`src/rtl/mux4_rr_arbiter_pkg.sv`:
```
// mux4_arb_pkg: shared sizes, FSM state type and round-robin/one-hot helpers
package mux4_arb_pkg;
   localparam int NUM_REQ = 4;
   localparam int SEL_W = 2;
   typedef enum logic {IDLE, GRANT} state_t;
   function automatic logic [NUM_REQ-1:0] to_onehot(input logic [SEL_W-1:0] idx);
      return NUM_REQ'(1) << idx;
   endfunction
   function automatic logic [SEL_W-1:0] rr_pick(input logic [NUM_REQ-1:0] req, input logic [SEL_W-1:0] ptr);
      logic [SEL_W-1:0] idx;
      logic found;
      rr_pick = ptr;
      found = 1'b0;
      for (int i = 0; i < NUM_REQ; i++) begin
         idx = ptr + SEL_W'(i);
         if (!found && req[idx]) begin
            rr_pick = idx;
            found = 1'b1;
         end
      end
   endfunction
endpackage

```
`src/rtl/mux4_rr_arbiter_if.sv`:
```
// mux4_rr_arbiter_if: request/data bundle from the requesters, grant/mux result back
interface mux4_rr_arbiter_if;
   import mux4_arb_pkg::*;
   logic [NUM_REQ-1:0] req;
   logic [NUM_REQ-1:0] din;
   logic [NUM_REQ-1:0] gnt;
   logic [SEL_W-1:0] sel;
   logic valid;
   logic y;
   modport master (output req, din, input gnt, sel, valid, y);
   modport slave (input req, din, output gnt, sel, valid, y);
endinterface

```
`src/rtl/mux4to1.sv`:
```
// mux4to1: plain 4:1 bit multiplexer
module mux4to1 (
   input  logic       A,
   input  logic       B,
   input  logic       C,
   input  logic       D,
   input  logic [1:0] sel,
   output logic       y
);
   assign y = sel[1] ? (sel[0] ? D : C) : (sel[0] ? B : A);
endmodule

```
`src/rtl/mux4_rr_arbiter.sv`:
```
// mux4_rr_arbiter: round-robin owner of a shared 4:1 mux with registered grant.
// Define MUX4_ARB_TIMEOUT_EN to cap each ownership at MAX_HOLD cycles.
module mux4_rr_arbiter
   import mux4_arb_pkg::*;
#(
   parameter int MAX_HOLD = 8
) (
   input logic clk,
   input logic rst,
   mux4_rr_arbiter_if.slave bus
);
   state_t r_state;
   logic [NUM_REQ-1:0] r_gnt;
   logic [SEL_W-1:0] r_sel;
   logic [SEL_W-1:0] r_ptr;
   logic r_valid;
   logic [SEL_W-1:0] w_pick;
   logic w_timeout;
   logic w_mux;
   assign w_pick = rr_pick(bus.req, r_ptr);
`ifdef MUX4_ARB_TIMEOUT_EN
   localparam int CW = $clog2(MAX_HOLD + 1);
   logic [CW-1:0] r_cnt;
   // counter holds (cycles owned - 1), so expiry lands after exactly MAX_HOLD grant cycles
   assign w_timeout = r_cnt == CW'(MAX_HOLD - 1);
   always_ff @(posedge clk) begin
      if (rst || r_state == IDLE) r_cnt <= '0;
      else r_cnt <= r_cnt + 1'b1;
   end
`else
   assign w_timeout = MAX_HOLD < 1;
`endif
   always_ff @(posedge clk) begin
      if (rst) begin
         r_state <= IDLE;
         r_gnt <= '0;
         r_sel <= '0;
         r_valid <= 1'b0;
         r_ptr <= '0;
      end else if (r_state == IDLE) begin
         if (|bus.req) begin
            r_state <= GRANT;
            r_sel <= w_pick;
            r_gnt <= to_onehot(w_pick);
            r_valid <= 1'b1;
         end
      end else if (!bus.req[r_sel] || w_timeout) begin
         r_state <= IDLE;
         r_gnt <= '0;
         r_valid <= 1'b0;
         r_ptr <= r_sel + 1'b1;
      end
   end
   mux4to1 u_mux (
      .A(bus.din[0]),
      .B(bus.din[1]),
      .C(bus.din[2]),
      .D(bus.din[3]),
      .sel(r_sel),
      .y(w_mux)
   );
   assign bus.gnt = r_gnt;
   assign bus.sel = r_sel;
   assign bus.valid = r_valid;
   assign bus.y = r_valid & w_mux;
endmodule

```
`src/flat_wrapper.sv`:
```
// flat-port wrapper written by rule: the top's interface ports become plain ports
module mux4_rr_arbiter_flat import mux4_arb_pkg::*;
#(
   parameter int MAX_HOLD = 8
)
  (clk, rst, bus_req, bus_din, bus_gnt, bus_sel, bus_valid, bus_y);
  mux4_rr_arbiter_if bus_i ();
  input logic clk;
  input logic rst;
  input wire logic [$bits(bus_i.req)-1:0] bus_req;
  input wire logic [$bits(bus_i.din)-1:0] bus_din;
  output wire logic [$bits(bus_i.gnt)-1:0] bus_gnt;
  output wire logic [$bits(bus_i.sel)-1:0] bus_sel;
  output wire logic [$bits(bus_i.valid)-1:0] bus_valid;
  output wire logic [$bits(bus_i.y)-1:0] bus_y;
  assign bus_i.req = bus_req;
  assign bus_i.din = bus_din;
  assign bus_gnt = bus_i.gnt;
  assign bus_sel = bus_i.sel;
  assign bus_valid = bus_i.valid;
  assign bus_y = bus_i.y;
  mux4_rr_arbiter #(.MAX_HOLD(MAX_HOLD)) u_core (.clk(clk), .rst(rst), .bus(bus_i));
endmodule
```
`config.mk`:
```
export PLATFORM = sky130hd
export DESIGN_NAME = mux4_rr_arbiter_flat
export DESIGN_NICKNAME = d
export VERILOG_FILES = /design/src/rtl/mux4_rr_arbiter_pkg.sv /design/src/rtl/mux4_rr_arbiter_if.sv /design/src/rtl/mux4to1.sv /design/src/rtl/mux4_rr_arbiter.sv /design/src/flat_wrapper.sv
export SDC_FILE = /design/constraint.sdc
export NUM_CORES = 1
export LEC_CHECK = 0
export CAP_MARGIN = 20
export CORE_UTILIZATION = 46
export CTS_CLUSTER_SIZE = 16
export DETAILED_ROUTE_END_ITERATION = 10
export PLACE_DENSITY = 0.76
export SLEW_MARGIN = 20
export SYNTH_ARGS = -nofsm -noshare
export SYNTH_HDL_FRONTEND = slang
export SYNTH_SLANG_ARGS = --single-unit
```
`constraint.sdc`:
```
create_clock -name clk -period 2.1 [get_ports clk]
set_clock_uncertainty 0.2 [all_clocks]
set_input_delay 0.525 -clock clk [delete_from_list [all_inputs] [get_ports clk]]
set_output_delay 0.525 -clock clk [all_outputs]
set_load 0.005 [all_outputs]
```
Yosys cells after proc, flatten, opt, wreduce, memory -nomap -nowiden
Index checks and enable logic that the tools add are counted.
- input port bits: 10
- register bits after elaboration: 10
- mux-type cells: 28
- bitwise logic cells: 3
- $lt $le $gt $ge: 5
- reduce and logical (&&, ||, !) cells: 11
- equality and inequality tests: 1
- shifts and indexed selects: 1
- add/subtract/negate cells: 4
- operators by type and width (cell ; number):
    $mux W1 ; 17
    $lt A2 B3 Y1 const B ; 5
    $mux W4 ; 3
    $bmux W1 S2 ; 5
    $mux W2 ; 3
    $reduce_and A2 Y1 ; 3
    $add A2 B1 Y2 const B ; 2
    $add A2 B2 Y2 const B ; 2
    $reduce_or A4 Y1 ; 1
    $shl A1 B2 Y4 const A ; 1
    $logic_and A1 B1 Y1 ; 3
    $logic_not A1 Y1 ; 3
    $ne A2 B2 Y1 const B ; 1
    $not A1 Y1 ; 2
    $reduce_bool A2 Y1 ; 1
    $and A1 B1 Y1 ; 1

Logic depth before layout (Yosys ltp)
- depth after elaboration: 15
- gate-level depth with buffers: 5

Modules after synthesis
Synthesis repeated with hierarchy kept, for this count alone.
- cell total of the unflattened synthesis: 88
- area, all modules: 693.2 um^2
- by module, submodules not included (module ; area an instance (um^2) ; cells an instance ; seq. area each (um^2) ; instances):
    mux4_rr_arbiter ; 670.6 ; 87 ; 200.2 ; 1
    mux4to1 ; 22.5 ; 1 ; 0.0 ; 1

Least setup slack after synthesis
No wires, ideal clock.
- path type: input to output
- start point: input port bus_din[1]
- end point: output port bus_y
- stages: 2
- slack: 0.219 ns
- arrival time: 1.156 ns
- path buffers: 0
- path through: mux4_1 -> and2_1
- word-level cells in the longest chain between the ends: 3
- RTL lines (what ; line ; RTL):
    from (decl) ; flat_wrapper.sv:11 ; input wire logic [$bits(bus_i.din)-1:0] bus_din;
    $mux W1 (2 in series) ; mux4to1.sv:10 ; assign y = sel[1] ? (sel[0] ? D : C) : (sel[0] ? B : A);
    $and A1 B1 Y1 ; mux4_rr_arbiter.sv:65 ; assign bus.y = r_valid & w_mux;
    to (decl) ; flat_wrapper.sv:15 ; output wire logic [$bits(bus_i.y)-1:0] bus_y;
No other way between the ends.

Worst setup path after layout
- start point: register u_core.r_sel[0], in the netlist u_core.bus.sel[0]
- end point: output port bus_y
- word-level cells in the longest chain between the ends: 3
- elaborated cells on any way between the ends: 4
- those cells by class: 3 x mux; 1 x bitwise
- RTL lines (what ; line ; RTL):
    from (decl) ; mux4_rr_arbiter.sv:14 ; logic [SEL_W-1:0] r_sel;
    from (signal assigned) ; mux4_rr_arbiter.sv:43 ; r_sel <= w_pick;
    $mux W1 ; mux4to1.sv:10 ;
    $mux W1 (*) ; mux4to1.sv:10 ;
    $and A1 B1 Y1 (*) ; mux4_rr_arbiter.sv:65 ;
Mark *: on every way between the ends. The rest lies on a longest branch, timed or not.

==> impl_metrics.yaml <==
detailed_routing:
  drtIter0Drc: 21
  wl_mm: 1.87
  postRouteAntennaNets: 0
  drc: 0
  vias: 758
  first_pass_iters: 4
  wl_per_cell_um: 14.6
  routed_via_density: 5.92
critical_path:
  startpoint_type: "register"
  path_class: "reg2out"
  critPathBufInv: 1
  crit_slowest_cell: "mux4_2"
  cpPeakStageDelay_ns: 0.48
  cp.required_ns: 1.37
  critPathTopFamily: "multiplexers"
  worstPathMaxFanout: 2
  path_cells: "mux4_2 > and2_4 > buf_6"
  crit_path_end_kind: "output port"
  arrival_ns: 1.34
layout:
  drive_above_1_share_pct: 23.9
  nNetsFinal: 125
  layout_common_cells: "13 x buf_4, 9 x nor2_1, 9 x nand2_1, 9 x dfxtp_1, 8 x clkdlybuf4s50_1"
  antenna_cells: 0
  final_common_cell: "buf_4"
  fillers: 122
  fin_util_pct: 69.8
  syn_to_final_growth_pct: 36.9
  final_cell_area_um2: 942
cts:
  cts-root-buf: "clkbuf_4"
  cts_buffers: 3
  cts_max_level: 1
  cts-hold-fix-buffers: 0
  insertion_delay_ns: 0.27
  clock_path_buffers: 2
  cts_tree: "yes"
  cts.sinks: 10
  cts.clk_slew.worst_paths_ns: 0.06
job:
  maxCapViolations: 0
synthesis:
  synth_cell_types: 34
  yosysSeqAreaShare_pct: 29.1
  yosys_warnings: 0
  syn_area_per_cell_um2: 7.82
  synth_cells: 88
  synth_area_um2: 688
  synth_nets: 98
  ys_ff_latch: 10
placement:
  pre_cts_ws_ns: -0.627
  portBuffers: 17
  place_area_um2: 936
  place_hpwl_mm: 1.39
  gp_congestion: 0.803
power:
  peakVddDrop_uv: 465
  p_leak_nw: 0.370
  cellPowerDensity_nw_per_um2: 592
  finalPower_mw: 0.558
sta:
  min_period_ns: 2.06
  slew_headroom_pct: 75.8
  setup_ws_ns: 0.0375
  tightest_slew_ns: 0.358
  holdWs_ns: 0.284
  finalHoldViolations: 0
  maxClockFrequency_ghz: 0.485
  finalMaxSlewViolations: 0
  timing.final.crit_share_pct: 98.2
  rsz0062_at_grt: "yes"
  finalSetupViolCount: 0
global_route:
  grtUsageMet2_pct: 41.3
  busiest_layer: "met2"
  antenna_found_initial: 0
  grt_usage_pct: 27.0
  grtUsageMet3_pct: 9.78
  grt_max_degree: 12
  grt_pass1_wl_mm: 2.83
  grt_pass1_vias: 644
  gr-usage-met1_pct: 34.3
  grt_overflow: 0
hold_path:
  hp-class: "reg2reg"
floorplanning:
  rows: 13
  io_pins: 18
  fp.coreArea_um2: 1350
  initial_core_util_pct: 51.0
  die_w_um: 40.7
  die-area_um2: 1650
  die_h_um: 40.7
status:
  status: "finished clean"
==> where the power goes <==
group	switching (mW)	total [mW]	leakage (nW)	internal, mW
registers	0.0210	0.231	0.0829	0.210
logic	0.0866	0.194	0.273	0.107
clock network	0.0668	0.133	0.0138	0.0663
==> final timing paths <==
check / startpoint / endpoint / slack [ns] / depth (start not counted)
hold reg to reg: u_core.bus.valid / u_core.bus.valid / 0.28 / 2
setup / recovery: u_core.bus.sel[0] / bus_y / 0.04 / 3
setup reg to reg: u_core.bus.sel[0] / u_core.bus.gnt[3] / 0.21 / 6
hold / removal: u_core.bus.valid / u_core.bus.valid / 0.28 / 2
==> repair_timing <==
action,4_1_cts,5_1_grt
resized for setup,21,4
endpoints found under the setup margin,4,7
pin swaps,1,0
buffers inserted,0,0
==> worst register-to-register path, delay by kind of cell, from the launching register on <==
family / cells / cell delay (ns)
flip-flops: 1 / 0.32
AO/OA/AOI/OAI: 1 / 0.09
buffers and inverters: 2 / 0.31
AND/OR/NAND/NOR: 2 / 0.56
multiplexers: 1 / 0.33
==> sequential cells by signal, summed over array words and instances, names as in the netlist <==
name,flops
u_core.bus.gnt,4
u_core.bus.sel,2
u_core.bus.valid,1
u_core.r_ptr,2
u_core.r_state,1
==> synth_stat cells <==
| cell type | number | area (µm²) |
|---|---|---|
| nand2_1 | 9 | 33.8 |
| nor2_1 | 9 | 33.8 |
| buf_2 | 1 | 5.00 |
| xnor2_1 | 1 | 8.76 |
| mux2i_1 | 1 | 10.0 |
| o22ai_1 | 1 | 6.26 |
| dfxtp_1 | 10 | 200 |
| inv_1 | 3 | 11.3 |
| mux4_2 | 1 | 22.5 |
| o221ai_1 | 1 | 8.76 |
| buf_1 | 1 | 3.75 |
| clkbuf_1 | 5 | 18.8 |
| a311oi_1 | 1 | 8.76 |
| nand3_1 | 1 | 5.00 |
| a211oi_1 | 1 | 7.51 |
| o2bb2ai_1 | 1 | 8.76 |
| nand4b_1 | 1 | 8.76 |
| o21ai_0 | 7 | 35.0 |
| o31ai_1 | 1 | 7.51 |
| nor4b_1 | 1 | 8.76 |
| mux4_1 | 1 | 26.3 |
| a21oi_1 | 7 | 35.0 |
| o31a_1 | 1 | 8.76 |
| or4b_1 | 3 | 30.0 |
| a31o_2 | 1 | 8.76 |
| and2_1 | 1 | 6.26 |
| nor2b_1 | 5 | 31.3 |
| o311ai_0 | 2 | 17.5 |
| o211ai_1 | 1 | 7.51 |
| nand2b_1 | 3 | 18.8 |
| buf_6 | 1 | 11.3 |
| nor3_1 | 3 | 15.0 |
| a221o_1 | 1 | 10.0 |
| a32oi_1 | 1 | 8.76 |
==> kinds of logic after synthesis <==
kind of cell	after synthesis	synth area share (%)
AND/OR/NAND/NOR	36	27.8
AO/OA/AOI/OAI	27	26.0
buffers and inverters	11	7.27
flip-flops	10	29.1
multiplexers	3	8.55
XOR/XNOR	1	1.27
==> layer usage <==
metal | up-vias | routed length (µm)
met3 | 2 | 145
met1 | 351 | 833
li1 | 373 | -
met2 | 32 | 882
met5 | - | 0
met4 | 0 | 11
==> area by class of cell <==
cell class                      count  area [µm²]  share of cell area, %
Inverter                            3        11.3                   1.20
Multi-Input combinational cell     67         440                   46.7
Clock buffer                        3        22.5                   2.39
Timing Repair Buffer               30         248                   26.3
Tap cell                           15        18.8                   1.99
Sequential cell                    10         201                   21.4
==> per-stage QoR <==
| stage | instances | TNS (ns) |
|---|---|---|
| after global placement | 125 | -2.37 |
| after CTS | 128 | 0 |
| final | 128 | 0 |
| after detailed placement | 125 | -2.70 |
| after floorplan | 88 | 0 |
| after global routing | 128 | -0.000617 |
(Power assumes the default switching activity.)
==> patch: new RTL, same settings <==
The package constant `NUM_REQ` goes from 4 to 6.
--- a/src/rtl/mux4_rr_arbiter_pkg.sv
+++ b/src/rtl/mux4_rr_arbiter_pkg.sv
@@ -1,6 +1,6 @@
 // mux4_arb_pkg: shared sizes, FSM state type and round-robin/one-hot helpers
 package mux4_arb_pkg;
-   localparam int NUM_REQ = 4;
+   localparam int NUM_REQ = 6;
    localparam int SEL_W = 2;
    typedef enum logic {IDLE, GRANT} state_t;
    function automatic logic [NUM_REQ-1:0] to_onehot(input logic [SEL_W-1:0] idx);
Ports: changed (resized bus_din, bus_gnt and bus_req); port bits go from 18 to 24. No check against the original RTL was run, so the function may have changed too.
==> patch against the unedited design <==
  * Synthesized area up 9.5%
  * Design area up 9.2%
  * Maximum frequency down 1.5%
  * Combinational power up 9%
  * Worst setup slack worse by 0.031 ns
  * Total power up 10%
  * Critical path depth unchanged
  * Die area up 9.0%
  * Synthesized cell count up 1.1%
  * Final cell count up 4.7%
  * Routed wire length up 0.91%
  * Sequential cell count unchanged
==> patch: results (changes against the unedited design) <==
[layout]
non_clock_inverter_count = 4  ; +1
combined_area_of_the_multi_input_logic_cells_sq_um = 479  ; +8.8%
clock_tree_area_fraction_pct = 3.53  ; +1.1 points
signal_buffer_area_fraction_pct = 26.9  ; +0.59 points
seq_cells = 10  ; unchanged
layout.clock_buffers = 4  ; +1
flow.area_growth_from_synthesis_pct = 36.5
layout-drive-gt1-share_pct = 28.0  ; +4.1 points
nFillCells = 123  ; +0.82%

[placed_design]
pre_cts_slack_ns = -0.687  ; -0.0596 ns
port_buf_inserts = 19  ; +2
dp_hpwl_um = 1400  ; +0.90%

[yosys]
synth_seq_area_share_pct = 26.6  ; -2.5 points
post_synth_xor_area_fraction_pct = 1.16  ; -0.11 points
netlist-cell-type-count = 40  ; +18%
synth_compound_area_share_pct = 32.4  ; +6.4 points
synthTopCellsByCount = dfxtp_1 (10), nor2_1 (8), a21oi_1 (6), buf_4 (6), nand2b_1 (6)

[global_route]
first_global_vias = 686  ; +6.5%
grt_pass1_wl_um = 3110  ; +9.8%

[critical_path]
regToRegSetupSlack_ns = 0.32  ; +0.11 ns
max_stage_delay_ns = 0.50  ; +0.02 ns
timing.critical_path.arrival_ns = 1.37  ; +0.03 ns

[timing]
timing.hold.ws_ns = 0.270  ; -0.0142 ns
period_needed_ns = 2.09  ; +0.0310 ns

[min_path]
min_to = u_core.bus.gnt[3]

[power]
p_switching_w = 0.000183  ; +5.1%

[route]
routed-via-count = 737  ; -2.8%
first_iter_violations = 5  ; -76%
totalWireLength_um = 1890  ; +0.91%

[run_status]
run_status = complete, no violations

-- patch: cells by family (layout without fill, tap and decap cells) --
logic type	Yosys count	in the layout
AO/OA/AOI/OAI	33	33
XOR/XNOR	1	1
buffers and inverters	13	41
flip-flops	10	10
multiplexers	2	2
other	1	2
AND/OR/NAND/NOR	29	29
-- patch: metal layers --
layer	vias up	share of wire [%]	track usage (%)	wire length, um
met5	-	0	0	0
li1	381	-	-	-
met2	17	48	37.5	914
met3	5	4.2	6.47	79
met1	334	46	29.8	865
met4	0	1.5	7.50	29
-- patch: repair_timing --
item                       in CTS  in global routing
pin swaps                       1                  0
hold endpoints to repair        0                  0
gates resized for setup        20                  0
buffers inserted                0                  0
setup endpoints to repair       1                  1
-- patch: how the worst max path moves through the flow --
| stage | to | depth (start not counted) | startpoint |
|---|---|---|---|
| floorplan | bus_y | 2 | bus_din[1] |
| global placement | bus_y | 4 | bus_din[1] |
| detailed placement | bus_y | 4 | bus_din[3] |
| CTS | bus_y | 3 | u_core.bus.sel[0] |
| global route | bus_y | 3 | u_core.bus.sel[0] |
| finish | bus_y | 3 | u_core.bus.sel[0] |
-- patch: worst max-delay path: cells and delay by family (launching register included) --
| kind | cells | cell delay [ns] |
|---|---|---|
| buffers and inverters | 1 | 0.10 |
| AND/OR/NAND/NOR | 1 | 0.16 |
| multiplexers | 1 | 0.50 |
| flip-flops | 1 | 0.34 |
-- patch: power by group through the flow --
stage	registers [W]	clock network [W]	logic [W]
finish	0.000225	0.000177	0.000212
global route	0.000228	0.000189	0.000232
CTS	0.000225	0.000182	0.000212
detailed placement	0.000228	0	0.000211
global placement	0.000227	0	0.000207
floorplan	0.000227	0	0.000120
